### config.mk
export PLATFORM = sky130hd
export DESIGN_NAME = seq_diferenca
export DESIGN_NICKNAME = d
export VERILOG_FILES = /design/src/rtl/seq_diferenca.sv
export SDC_FILE = /design/constraint.sdc
export NUM_CORES = 1
export LEC_CHECK = 0
export BUFFER_PORTS_ARGS = -buffer_cell sky130_fd_sc_hd__buf_4
export CORE_MARGIN = 10
export CORE_UTILIZATION = 50
export CTS_CLUSTER_DIAMETER = 200
export DETAILED_ROUTE_END_ITERATION = 12
export PLACE_DENSITY = 0.74
export SYNTH_ARGS = -nofsm -noshare
export SYNTH_HDL_FRONTEND = slang
export SYNTH_SLANG_ARGS = --single-unit
### constraint.sdc
create_clock -name clk -period 2.7 [get_ports clk]
set_input_delay 0.405 -clock clk [delete_from_list [all_inputs] [get_ports clk]]
set_output_delay 0.405 -clock clk [all_outputs]
set_load 0.02 [all_outputs]
### src/rtl/seq_diferenca.sv
`default_nettype none
// +---------------------------------------------------------------------------+
// | Module   : seq_diferenca                                                  |
// | Purpose  : Windowed two-stream difference detector with per-window summary |
// |            (mismatch count, first mismatch index). Optional DIFERENCA_MASK_EN |
// |            builds the per-bit diff_mask register; otherwise it reads zero. |
// | Revision : 1.0 - initial release                                          |
// +---------------------------------------------------------------------------+
module seq_diferenca #(
    parameter int WIDTH = 4,
    parameter int CNT_W = 8
) (
    input  logic             clk,
    input  logic             rst_n,
    input  logic             start,
    input  logic [CNT_W-1:0] len,
    input  logic [1:0]       mode,
    input  logic             in_valid,
    input  logic [WIDTH-1:0] a,
    input  logic [WIDTH-1:0] b,
    input  logic             ack,
    output logic             busy,
    output logic             done,
    output logic             diff_valid,
    output logic             diff,
    output logic [WIDTH-1:0] diff_mask,
    output logic [CNT_W-1:0] mismatch_cnt,
    output logic [CNT_W-1:0] first_idx,
    output logic             first_valid
);

    typedef enum logic [1:0] {
        S_IDLE = 2'd0,
        S_RUN  = 2'd1,
        S_DONE = 2'd2
    } state_t;

    state_t           r_state;
    logic [CNT_W-1:0] r_len;
    logic [1:0]       r_mode;
    logic [CNT_W-1:0] r_idx;
    logic             r_busy;
    logic             r_done;
    logic             r_diff_valid;
    logic             r_diff;
    logic [CNT_W-1:0] r_cnt;
    logic [CNT_W-1:0] r_first_idx;
    logic             r_first_valid;

    logic             w_diff;
    logic             w_last;
    logic             w_accept;

    // Mode 3 falls back to plain inequality.
    always_comb begin
        w_diff = (a != b);
        case (r_mode)
            2'd1:    w_diff = (a > b);
            2'd2:    w_diff = (a < b);
            default: w_diff = (a != b);
        endcase
    end

    assign w_last   = (r_idx == (r_len - CNT_W'(1)));
    assign w_accept = (r_state == S_RUN) && in_valid;

    always_ff @(posedge clk) begin
        if (!rst_n) begin
            r_state       <= S_IDLE;
            r_len         <= '0;
            r_mode        <= 2'd0;
            r_idx         <= '0;
            r_busy        <= 1'b0;
            r_done        <= 1'b0;
            r_diff_valid  <= 1'b0;
            r_diff        <= 1'b0;
            r_cnt         <= '0;
            r_first_idx   <= '0;
            r_first_valid <= 1'b0;
        end else begin
            r_diff_valid <= 1'b0;
            case (r_state)
                S_IDLE: begin
                    if (start) begin
                        r_len         <= len;
                        r_mode        <= mode;
                        r_idx         <= '0;
                        r_cnt         <= '0;
                        r_first_idx   <= '0;
                        r_first_valid <= 1'b0;
                        if (len != '0) begin
                            r_state <= S_RUN;
                            r_busy  <= 1'b1;
                        end else begin
                            r_state <= S_DONE;
                            r_done  <= 1'b1;
                        end
                    end
                end
                S_RUN: begin
                    if (in_valid) begin
                        r_diff_valid <= 1'b1;
                        r_diff       <= w_diff;
                        r_idx        <= r_idx + CNT_W'(1);
                        if (w_diff) begin
                            if (r_cnt != {CNT_W{1'b1}}) begin
                                r_cnt <= r_cnt + CNT_W'(1);
                            end
                            if (!r_first_valid) begin
                                r_first_idx   <= r_idx;
                                r_first_valid <= 1'b1;
                            end
                        end
                        if (w_last) begin
                            r_state <= S_DONE;
                            r_busy  <= 1'b0;
                            r_done  <= 1'b1;
                        end
                    end
                end
                S_DONE: begin
                    if (ack) begin
                        r_state <= S_IDLE;
                        r_done  <= 1'b0;
                    end
                end
                default: begin
                    r_state <= S_IDLE;
                    r_busy  <= 1'b0;
                    r_done  <= 1'b0;
                end
            endcase
        end
    end

`ifdef DIFERENCA_MASK_EN
    logic [WIDTH-1:0] r_mask;

    always_ff @(posedge clk) begin
        if (!rst_n) begin
            r_mask <= '0;
        end else if (w_accept) begin
            r_mask <= a ^ b;
        end
    end

    assign diff_mask = r_mask;
`else
    assign diff_mask = '0;
`endif

    assign busy         = r_busy;
    assign done         = r_done;
    assign diff_valid   = r_diff_valid;
    assign diff         = r_diff;
    assign mismatch_cnt = r_cnt;
    assign first_idx    = r_first_idx;
    assign first_valid  = r_first_valid;

endmodule
`default_nettype wire

After elaboration in Yosys (flattened, before gate mapping)

Index checks and enable logic that the tools add are counted.

Register bits after elaboration: 41
Input port bits: 23
Output and inout bits: 25
Word-level logic and storage cells: 80

$add $sub $neg: 3
Order comparisons: 2
Equality and inequality tests: 16
Mux-type cells: 34
Bitwise logic cells: 1
Reductions and logical operators: 13

Operators with widths:

| operator              | number |
|---|---|
| $mux W8               | 8 |
| $pmux W8 S2           | 3 |
| $reduce_and A5 Y1     | 4 |
| $add A8 B1 Y8 const B | 2 |
| $ne A2 B2 Y1 const B  | 8 |
| $mux W1               | 13 |
| $mux W2               | 5 |
| $eq A8 B8 Y1          | 1 |
| $ne A8 B8 Y1 const B  | 1 |
| $reduce_and A4 Y1     | 2 |
| $reduce_bool A8 Y1    | 1 |
| $sub A8 B1 Y8 const B | 1 |
| $pmux W1 S3           | 2 |
| $pmux W2 S3           | 1 |
| $reduce_and A2 Y1     | 3 |
| $eq A2 B1 Y1 const B  | 2 |
| $eq A2 B2 Y1 const B  | 2 |
| $gt A4 B4 Y1          | 1 |
| $lt A4 B4 Y1          | 1 |
| $ne A4 B4 Y1          | 1 |
| $pmux W1 S2           | 2 |
| $reduce_and A3 Y1     | 1 |
| $logic_not A2 Y1      | 1 |
| $ne A2 B1 Y1 const B  | 1 |
| other kinds (2)       | 2 |

Longest topological paths before layout

Gate-level depths: netlist (run 1).

Word-level depth: 5
Mapped depth: 8
Depth with buffers taken out: 8

Least setup slack after synthesis (run 1)

Ideal clock, no wire load.

Kind: input to register
From: in b[2]
To: reg r_first_idx[0], in the netlist first_idx[0]
Library setup time: 0.060 ns
Data arrival time: 1.901 ns
Slack: 0.739 ns
Stages: 8
Path buffers: 0
Cell sequence: inv_1 ha_1 a21oi_1 o2111a_2 a211oi_4 nor2_4 a21boi_4 a22o_1

Longest elaborated chain between the ends: 4
Elaborated cells on any way between the ends: 6
Classes of those cells: 2 x order compare; 2 x eq/ne; 1 x mux; 1 x reduce/logical

Ends and longest elaborated chain:

| what                                   | RTL line | source |
|---|---|---|
| start: declaration                     | 20       | `input logic [WIDTH-1:0] b,` |
| $lt A4 B4 Y1 (tied with other cells)   | 59       | `2'd2: w_diff = (a < b);` |
| $pmux W1 S2 (*)                        | 57       | `case (r_mode)` |
| $ne A2 B2 Y1 (no source line) (*)      | --       |  |
| $reduce_and A5 Y1 (no source line) (*) | --       |  |
| end signal: assignment                 | 110      | `r_first_idx <= r_idx;` |
| end: declaration                       | 47       | `logic [CNT_W-1:0] r_first_idx;` |

Every way passes the cells marked *; elsewhere a longest branch is shown, timed or not.
A chain may end at the register's enable or synchronous reset.

Worst setup path after layout (run 1)

From: reg r_mode[0]
To: reg r_first_idx[2], in the netlist first_idx[2]

Longest elaborated chain between the ends: 4
Elaborated cells on any way between the ends: 5
Classes of those cells: 3 x eq/ne; 1 x mux; 1 x reduce/logical

Ends and longest elaborated chain:

| what                                                | RTL line | source |
|---|---|---|
| start: declaration                                  | 40       | `logic [1:0] r_mode;` |
| start signal: assignment                            | 86       | `r_mode <= mode;` |
| $eq A2 B2 Y1 / $eq A2 B1 Y1 (equally long branches) | 57       |  |
| $pmux W1 S2 (*)                                     | 57       |  |
| $ne A2 B2 Y1 (no source line) (*)                   | --       |  |
| $reduce_and A5 Y1 (no source line) (*)              | --       |  |

Marks and branches as above.

==> Implementation_results.wiki, run 1 <==
{| class="wikitable"
! Metric !! Value
|-
| Fin crit period || approximately 2100 ps
|-
| RSZ-0062 raised after global routing || false
|-
| Met1 routing resource usage after global routing || 0.1535
|-
| Clk_lat worst skew || about 300 ps
|-
| TritonCTS clock tree || yes
|-
| Synth top area cells || dfxtp_1 37%, ha_1 5.1%, xnor2_1 4.7%
|-
| Worst path arrival time || 2340 ps
|-
| Initial core utilization || 0.5153
|-
| Largest driver fanout on the critical path || 8
|-
| Total die area || 7527 um^2
|-
| Register bit total from synthesis || between 40 and 50
|-
| Post-Syn Area || approximately 2200 um^2
|-
| Number of ports placed on the die boundary || 48
|-
| Leading register cell type out of synthesis || dfxtp_1
|-
| Number of pins exceeding their max-slew limit in the final report || 0
|-
| Post CTS Setup Buffer Count || 0
|-
| Async S/R FF share, synth || 0
|-
| Wire length of the first global-routing pass || just under 8000 um
|-
| Post-route antenna net violation count || 0
|-
| Iteration-0 DRC count of the detailed router || 64
|-
| Min-Delay Path Class || input port to register
|-
| Setup tns final || 0 ps
|-
| Data required, critical path || around 3000 ps
|-
| Worst path buffer plus inverter count || 1
|-
| Via/cell ratio || ~5.3
|-
| Leading post-synthesis cells by instance count || 41 x dfxtp_1, 19 x nor2_1, 15 x nand2_1
|-
| Area share of the largest cell type after synthesis || 0.3683
|-
| Max_slew headroom || 0.6521
|-
| Cell breakdown of the critical path || inv_1, ha_1, nor2_1, o211ai_1, a211oi_4, nor2_4, a21boi_4, a22o_1
|-
| Vias in the first global route || between 1500 and 2000
|-
| Root Buffer Master || clkbuf_8
|-
| Total power per unit cell area || 540.6 nW/um^2
|-
| Non-filler cells in the finished layout || ~340
|-
| Fraction of final layout cells sized beyond drive strength 1 || 0.2343
|-
| Syn Area/Cell || between 9 and 10 um^2
|-
| Hold violation count in the final report || 0
|-
| Largest vdd supply drop || between 0.2 and 0.3 mV
|-
| Die extent in y || just under 90 um
|-
| DRC viols || 0
|-
| Share of the yosys chip area belonging to registers || 0.3683
|-
| Post-detail-place hpwl || 3763 um
|-
| Gates resized, CTS repair || 0
|-
| Max cap viols || 0
|-
| Lkg Pwr || 0.001132 uW
|-
| Gate family responsible for the most delay along the worst path || compound AO/OA/AOI/OAI gates
|-
| Count of flip-flops with a built-in enable after synthesis || 0
|-
| Width of the die || slightly below 90 um
|-
| Number of antenna violations at the first check in global routing || 0
|-
| Clock net sink count || 41
|-
| Maximum clock rate || 0.4770 GHz
|-
| Worst-margin pin slew || ~520 ps
|-
| Total Routing Usage GR || 0.1299
|-
| Total global routing overflow || 0
|-
| Clock-pin transition on the worst setup and hold timing paths || roughly 80 ps
|-
| Sort of element at the end of the critical path || register
|-
| Overall via count from detail_route || 1803
|-
| Count of input and output buffers || between 40 and 50
|-
| Top cell type by total area after synthesis || dfxtp_1
|-
| Total inserted antenna cells || 0
|-
| H-Tree Level Count || 2
|-
| Clock skew after layout || about 5 ps
|-
| Global routing met2 resource utilization || 0.2087
|-
| Startpoint class of the critical path || register
|-
| Most used standard cell by instance count after synthesis || dfxtp_1
|-
| Final wirelength || 4827 um
|-
| Number of nets in the layout || about 320
|-
| Final period utilization || 0.7765
|-
| Floorplan Core Area || 4324 um^2
|-
| Number of buffers on the longest clock path || 2
|-
| Maximum number of pins on one net before global-route repair || 23
|-
| Number of unique standard cell types used by synthesis || 60
|-
| Ys Warns || 0
|-
| Run status || finished, final reports clean
|-
| Number of hold buffers added after cts || 0
|-
| Global routing usage on met3 || 0.05066
|-
| Power consumption || roughly 1400 uW
|-
| Detailed-router iteration count before antenna repair || 4
|-
| Setup violation total in the final timing report || 0
|-
| Average wire length per cell after detail routing || 14.28 um
|-
| Critical Setup Path Class || register to register
|-
| RD Place Congestion || approximately 0.8
|-
| Clock buffers created by TritonCTS || 5
|-
| Busiest grt layer || met2
|-
| Post-Route Utilization || 0.6198
|-
| Area growth from synthesis to layout || 20.27%
|-
| Biggest cell delay along the critical path || around 480 ps
|-
| Standard cell with the maximum stage delay on the critical path || a211oi_4
|-
| Number of fill cells in the layout || approximately 410
|-
| Instance count after placement with tap cells included || 330
|-
| Total number of placement rows || 24
|-
| Number of cells produced by synthesis || roughly 240
|}
==> flip-flops by register name, indices dropped and copies added (netlist names) <==
name,cells
mismatch_cnt,8
r_len,8
r_idx,8
r_state,2
first_valid,1
r_mode,2
first_idx,8
busy,1
diff_valid,1
diff,1
done,1
==> worst paths after layout <==
| path | startpoint | endpoint | slack, ps | cells after the start |
|---|---|---|---|---|
| worst max register to register | r_mode[0]$_SDFFE_PN0P_ | first_idx[2]$_SDFFE_PN0P_ | 600 | 8 |
| worst max-delay path | r_mode[0]$_SDFFE_PN0P_ | first_idx[2]$_SDFFE_PN0P_ | 600 | 8 |
| worst min register to register | first_idx[3]$_SDFFE_PN0P_ | first_idx[3]$_SDFFE_PN0P_ | 480 | 1 |
| worst min-delay path | mode[1] | r_mode[1]$_SDFFE_PN0P_ | 360 | 3 |
==> report_power, final <==
part / internal, uW / leakage [uW] / switching [uW]
clock: 277 / 0.0000543 / 228
combinational: 128 / 0.000744 / 153
sequential: 630 / 0.000333 / 32.4
total: 1040 / 0.00113 / 414
==> tightest hold or removal path: cells and delay by family <==
kind                   cells  cell delay, ps
buffers and inverters      1              70
multiplexers               1              50
AND/OR/NAND/NOR            1              90
==> per-stage QoR <==
| stage | hold WS, ps | cell area, um^2 | setup slack [ps] |
|---|---|---|---|
| after CTS | 351.5 | 2680 | 590.7 |
| after detailed placement | 465.0 | 2565 | 417.3 |
| final | 359.6 | 2680 | 603.5 |
| after global placement | 465.3 | 2565 | 477.7 |
| after floorplan | 482.9 | 2240 | 738.6 |
| after global routing | 366.6 | 2680 | 416.4 |
==> logic make-up after synthesis <==
| family | after synthesis | synth area share |
|---|---|---|
| DFF | 41 | 0.3683 |
| other | 1 | 0.001683 |
| buffers and inverters | 23 | 0.05166 |
| AOI/OAI and AO/OA | 48 | 0.1651 |
| muxes | 10 | 0.04492 |
| and+or+nand+nor | 92 | 0.2470 |
| adders and majority gates | 9 | 0.05053 |
| xor gates and xnor gates | 18 | 0.07075 |
==> layout make-up <==
| type | instances | area [um^2] | area share |
|---|---|---|---|
| clock buffer | 5 | 68.82 | 0.02568 |
| clock inverter | 3 | 46.29 | 0.01727 |
| inverter | 12 | 45.04 | 0.01681 |
| multi-input combinational | 181 | 1304 | 0.4865 |
| sequential | 41 | 820.8 | 0.3063 |
| tap | 52 | 65.06 | 0.02428 |
| timing repair buffer | 44 | 330.3 | 0.1232 |
==> metal layers <==
layer,vias to the layer above,wire (um)
met5,-,0
met4,0,64
met3,7,347
met2,49,2235
met1,812,2179
li1,935,-
==> cells in the final DEF (no fill, tap or decap), types with 6 or more instances in the layout <==
cell     synthesis  final
a21oi_1          8      8
o21ai_0         10     10
nand2_1         15     15
nor2b_1         14     14
a22o_1           8      8
nor2_1          19     19
xor2_1           6      6
dfxtp_1         41     41
ha_1             9      9
and3_1           7      7
xnor2_1         12     12
buf_4            5     44
inv_1           12     12
mux2i_1         10     10
Note: power is estimated with default switching activity, not from simulation.
==> run 2, diff against run 1 <==
- CORE_UTILIZATION: 50 -> 49
- PLACE_DENSITY: 0.74 -> 0.76
- clock period: 2.7 -> 1.8 ns (I/O delays scaled with it)
==> run 2 against run 1 <==
The run now ends with setup timing left. Hold slack lost 130 ps. Final area grew 11%. Power up 50%. Critical path depth unchanged. Sequential share of layout area decreased by 2.7 points. Die area grew 1.6%. Final cell count grew 5.3%. Non-clock buffer count increased by 18. Critical path type unchanged.
==> Implementation_results.wiki, run 2 (same netlist as run 1, synthesis figures left out) <==
{| class="wikitable"
! Metric !! Value
|-
| Biggest cell delay along the critical path || around 340 ps
|-
| Floorplan Core Area || 4384 um^2
|-
| Detailed-router iteration count before antenna repair || 4
|-
| Cell occurring most often along the worst timing path || nor2_4
|-
| Most common library cell in the layout ignoring fill and taps || buf_4
|-
| Total inserted antenna cells || 0
|-
| Clock group share of total power || 0.280
|-
| Count of input and output buffers || between 40 and 50
|-
| Number of ports placed on the die boundary || between 40 and 50
|-
| RSZ-0062 raised after global routing || true
|-
| Finished Cell Area || slightly below 3000 um^2
|-
| Final period utilization || 1.004
|-
| Maximum clock rate || around 0.55 GHz
|-
| Fin crit period || approximately 1800 ps
|-
| Violated checks || setup timing
|-
| Largest driver fanout on the critical path || 8
|-
| Post-detail-place hpwl || about 3800 um
|-
| Power consumption || ~2200 uW
|-
| Total Routing Usage GR || 0.1402
|-
| Total number of placement rows || 24
|-
| Part of the total power dissipated in sequential elements || 0.458
|-
| Post-route antenna net violation count || 0
|-
| Setup violation total in the final timing report || 3
|-
| Switching power summed over all nets || 681.6 uW
|-
| Worst path arrival time || 2060 ps
|-
| Iteration-0 DRC count of the detailed router || 90
|-
| Initial core utilization || 0.5083
|-
| Area growth from synthesis to layout || 33.07%
|-
| DRC viols || 0
|-
| Area after DPL || ~2700 um^2
|-
| Lkg Pwr || 0.001243 uW
|-
| Setup tns final || -12.32 ps
|-
| Fraction of final layout cells sized beyond drive strength 1 || 0.3586
|-
| Gate family responsible for the most delay along the worst path || compound AO/OA/AOI/OAI gates
|-
| Number of buffers on the longest clock path || 2
|-
| Max cap viols || 0
|-
| Root Buffer Master || clkbuf_8
|-
| Standard cell with the maximum stage delay on the critical path || dfxtp_2
|-
| Average wire length per cell after detail routing || ~15 um
|-
| Critical Setup Path Class || register to register
|-
| Worst path buffer plus inverter count || 1
|-
| Total die area || roughly 7600 um^2
|-
| Via/cell ratio || 5.404
|-
| Die extent in y || 87.44 um
|-
| Vias in the first global route || 1846
|-
| Largest vdd supply drop || around 0.51 mV
|-
| Clk_lat worst skew || about 310 ps
|-
| Number of hold buffers added after cts || 0
|-
| Clock skew after layout || between 6 and 7 ps
|-
| Maximum number of pins on one net before global-route repair || 23
|-
| Run status || finished with violations
|-
| Clock net sink count || just over 40
|-
| Switching share of power || 0.3140
|-
| Min-Delay Path Class || input port to register
|-
| Number of nets in the layout || 335
|-
| Width of the die || ~87 um
|-
| Total global routing overflow || 0
|-
| Total power per unit cell area || 731.9 nW/um^2
|-
| Clock buffers created by TritonCTS || 5
|-
| Number of antenna violations at the first check in global routing || 0
|-
| Clock-pin transition on the worst setup and hold timing paths || about 80 ps
|-
| Cell breakdown of the critical path || inv_2, ha_4, nor2_4, o211ai_1, a211oi_4, nor2_4, a21boi_4, a22o_1
|-
| Hold violation count in the final report || 0
|-
| Number of pins exceeding their max-slew limit in the final report || 0
|-
| RD Place Congestion || 0.8482
|-
| Startpoint class of the critical path || register
|-
| H-Tree Level Count || 2
|-
| Final wirelength || between 5000 and 6000 um
|-
| Wire length of the first global-routing pass || between 8000 and 9000 um
|-
| Sort of element at the end of the critical path || register
|-
| Data required, critical path || around 2100 ps
|-
| Overall via count from detail_route || 1924
|-
| Most used cells in the layout excluding fill and tap cells || 57 x buf_4, 36 x dfxtp_1, 15 x nor2_1, 15 x nand2_1, 13 x nor2b_1
|-
| Internal portion of total power || 1489 uW
|-
| TritonCTS clock tree || yes
|-
| Relative contribution of combinational cells to total power || 0.262
|-
| Setup slack after layout || -6.524 ps
|-
| Setup slack at placement || -210.1 ps
|}
-- run 2: stage by stage --
| step | hold WS (ps) | instances | utilization |
|---|---|---|---|
| floorplan | 430.0 | 245 | - |
| global placement | 476.3 | 345 | 0.6110 |
| detailed placement | 474.8 | 345 | 0.6110 |
| CTS | 223.2 | 355 | 0.6501 |
| global route | 226.4 | 356 | 0.6764 |
| finish | 225.5 | 356 | 0.6764 |
-- run 2: final cells by class --
| cell class | instances | area [um^2] |
|---|---|---|
| clock inverter | 3 | 17.52 |
| multi-input combinational | 181 | 1458 |
| tap | 52 | 65.06 |
| inverter | 12 | 45.04 |
| clock buffer | 5 | 68.82 |
| fill | 357 | 1419 |
| timing repair buffer | 62 | 484.2 |
| sequential | 41 | 827.0 |
-- run 2: what timing repair did --
item / in CTS / in global routing
setup endpoints to repair: 20 / 21
setup buffers: 3 / 1
pin swaps: 12 / 23
resized for setup: 15 / 23
-- run 2: final timing paths --
path,from,to,slack [ps],cells after the start
setup / recovery,r_mode[0]$_SDFFE_PN0P_,first_idx[0]$_SDFFE_PN0P_,-7,8
setup reg to reg,r_mode[0]$_SDFFE_PN0P_,first_idx[0]$_SDFFE_PN0P_,-7,8
hold reg to reg,first_idx[7]$_SDFFE_PN0P_,first_idx[7]$_SDFFE_PN0P_,480,1
hold / removal,mode[1],r_mode[1]$_SDFFE_PN0P_,230,3
-- run 2: routing by layer --
metal / wire [um] / GRT usage / part of all wire / vias to the layer above
li1: - / - / - / 964
met1: 2442 / 0.1693 / 0.45 / 912
met2: 2623 / 0.2196 / 0.48 / 37
met3: 310 / 0.05056 / 0.057 / 11
met4: 90 / 0.05652 / 0.016 / 0
met5: 0 / 0 / 0 / -
-- run 2: power by group through the flow --
stage	logic [uW]	registers, uW	clock network [uW]
floorplan	301	1020	0
global placement	455	1010	0
detailed placement	462	1010	0
CTS	507	990	622
global route	617	1000	655
finish	569	995	607
-- run 2: worst reg2reg max path, stage by stage (launching register included) --
cell and delay, ps:
dfxtp_2 340, inv_2 40, ha_4 250, nor2_4 90
o211ai_1 160, a211oi_4 340, nor2_4 70, a21boi_4 270
a22o_1 190
==> run 3, diff against run 2 <==
- CORE_UTILIZATION: 49 -> 50
- PLACE_DENSITY: 0.76 -> 0.74
- clock period: 1.8 -> 2.2 ns (I/O delays scaled with it)
==> run 3 against run 2 <==
The flow now finishes without violations. First-iteration DRC count decreased by 43%. Sequential share of layout area increased by 3.1 points. Largest cell class unchanged. Highest routed layer unchanged. Sequential power decreased by 18%.
==> Implementation_results.wiki, run 3 (same netlist as run 1, synthesis figures left out) <==
{| class="wikitable"
! Metric !! Value
|-
| Largest driver fanout on the critical path || 4
|-
| Iteration-0 DRC count of the detailed router || approximately 50
|-
| Startpoint class of the critical path || register
|-
| Cell breakdown of the critical path || inv_1, ha_1, nor2b_1, and3_1, xnor2_1, o2111ai_1, o21ai_1, and3_1
|-
| Average wire length per cell after detail routing || around 14 um
|-
| Final period utilization || 0.9064
|-
| Biggest cell delay along the critical path || ~430 ps
|-
| Number of antenna violations at the first check in global routing || 0
|-
| Clock net sink count || around 40
|-
| Power consumption || between 1500 and 2000 uW
|-
| Number of nets in the layout || 318
|-
| FF-to-FF path depth || 8
|-
| Lkg Pwr || about 0.0011 uW
|-
| Worst setup path startpoint || r_len[0]$_SDFFE_PN0P_
|-
| Number of hold buffers added after cts || 0
|-
| Hold violation count in the final report || 0
|-
| Clock skew after layout || between 3 and 4 ps
|-
| RSZ-0062 raised after global routing || false
|-
| H-Tree Level Count || 2
|-
| Storage cell area || slightly above 800 um^2
|-
| Maximum number of pins on one net before global-route repair || 23
|-
| Fraction of final layout cells sized beyond drive strength 1 || 0.2316
|-
| Worst path arrival time || 2230 ps
|-
| Cell occurring most often along the worst timing path || and3_1
|-
| Area taken by multi-input logic gates || approximately 1300 um^2
|-
| Detailed-router iteration count before antenna repair || 4
|-
| Critical Setup Path Class || register to register
|-
| Maximum clock rate || about 0.5 GHz
|-
| Sort of element at the end of the critical path || register
|-
| Clk_lat worst skew || approximately 290 ps
|-
| Wire length of the first global-routing pass || 7886 um
|-
| Max cap viols || 0
|-
| Hold wc startpoint || mode[1]
|-
| Setup violation total in the final timing report || 0
|-
| Number of pins exceeding their max-slew limit in the final report || 0
|-
| Post-detail-place hpwl || ~3700 um
|-
| R2r startpoint || r_len[0]$_SDFFE_PN0P_
|-
| Post-route antenna net violation count || 0
|-
| Most used cells in the layout excluding fill and tap cells || 45 x buf_4, 41 x dfxtp_1, 19 x nor2_1
|-
| Number of fill cells in the layout || roughly 400
|-
| Run status || finished, final reports clean
|-
| RD Place Congestion || approximately 0.82
|-
| Setup tns final || 0 ps
|-
| RR Endpoint || r_state[1]$_SDFFE_PN0P_
|-
| Final wirelength || around 4600 um
|-
| Count of input and output buffers || 43
|-
| Worst-margin pin slew || approximately 510 ps
|-
| TritonCTS clock tree || yes
|-
| DRC viols || 0
|-
| Die extent in y || 86.76 um
|-
| Setup crit end || r_state[1]$_SDFFE_PN0P_
|-
| Clock buffers created by TritonCTS || 5
|-
| Min-Delay Path Class || input port to register
|-
| Total inserted antenna cells || 0
|-
| Total power per unit cell area || between 600 and 700 nW/um^2
|-
| Floorplan Core Area || 4324 um^2
|-
| Most common library cell in the layout ignoring fill and taps || buf_4
|-
| Width of the die || 86.76 um
|-
| Total die area || 7527 um^2
|-
| Total number of placement rows || 24
|-
| Root Buffer Master || clkbuf_8
|-
| Number of ports placed on the die boundary || 48
|-
| Number of buffers on the longest clock path || 2
|-
| Setup slack of the most critical reg-to-reg path || 210 ps
|-
| Gates resized, CTS repair || 0
|-
| Fin crit period || roughly 2000 ps
|-
| Via/cell ratio || ~5.3
|-
| Largest vdd supply drop || approximately 0.38 mV
|-
| Standard cell with the maximum stage delay on the critical path || dfxtp_1
|-
| Total global routing overflow || 0
|-
| Vias in the first global route || between 1500 and 2000
|-
| Initial core utilization || 0.5153
|-
| Overall via count from detail_route || 1786
|-
| Data required, critical path || around 2400 ps
|-
| Clock-pin transition on the worst setup and hold timing paths || ~70 ps
|-
| Post CTS Setup Buffer Count || 0
|-
| Area growth from synthesis to layout || 18.75%
|-
| Max_slew headroom || 0.6602
|-
| Total Routing Usage GR || 0.1261
|}
## run 3: changes by cell type in the layout (fill, tap and decap cells not counted), moves of 4 or more
| cell | before | now |
|---|---|---|
| nor2_1 | 15 | 19 |
| buf_4 | 57 | 45 |
| dfxtp_1 | 36 | 41 |
| buf_6 | 5 | 0 |
| dfxtp_2 | 5 | 0 |
## run 3: layout make-up
type | count | area share
Tap cell | 52 | 0.02459
Multi-Input combinational cell | 181 | 0.4927
Sequential cell | 41 | 0.3102
Timing Repair Buffer | 45 | 0.1277
Clock buffer | 5 | 0.02600
Inverter | 12 | 0.01702
Clock inverter | 1 | 0.001891
## run 3: layer usage
metal,up-vias,share of wire,GRT usage
met2,40,0.45,0.1966
met4,0,0.013,0.04271
li1,930,-,-
met3,6,0.062,0.04597
met5,-,0,0
met1,810,0.48,0.1561
## run 3: worst min-delay path by stage
stage	slack, ps	cells past startpoint	to
floorplan	480	2	r_idx[7]$_SDFFE_PN0P_
global placement	460	1	first_idx[3]$_SDFFE_PN0P_
detailed placement	470	1	first_idx[4]$_SDFFE_PN0P_
CTS	300	3	r_len[5]$_SDFFE_PN0P_
global route	310	3	r_len[5]$_SDFFE_PN0P_
finish	300	3	r_mode[1]$_SDFFE_PN0P_
## run 3: worst max-delay path, delay by kind of cell, from the launching register on
family / cells / cell delay (ps)
AND/OR/NAND/NOR: 3 / 550
buffers and inverters: 1 / 70
AO/OA/AOI/OAI: 2 / 500
flip-flops: 1 / 430
XOR/XNOR: 1 / 170
adder cells (fa/ha/maj): 1 / 220
## run 3: through the flow
stage	cell area, um^2	cells	utilization	worst slack, ps	hold WS, ps
after global routing	2646	337	0.6120	1.231	310.3
after detailed placement	2572	331	0.5949	110.1	471.6
after CTS	2646	337	0.6120	173.8	297.8
after floorplan	2240	245	-	313.6	482.9
after global placement	2572	331	0.5949	137.4	464.7
final	2646	337	0.6120	205.9	303.7
## run 3: power breakdown
group,internal [uW],leakage [uW],switching (uW)
Clock,209,0.0000399,235
Sequential,773,0.000333,39.4
Combinational,160,0.000749,185
Total,1140,0.00112,460
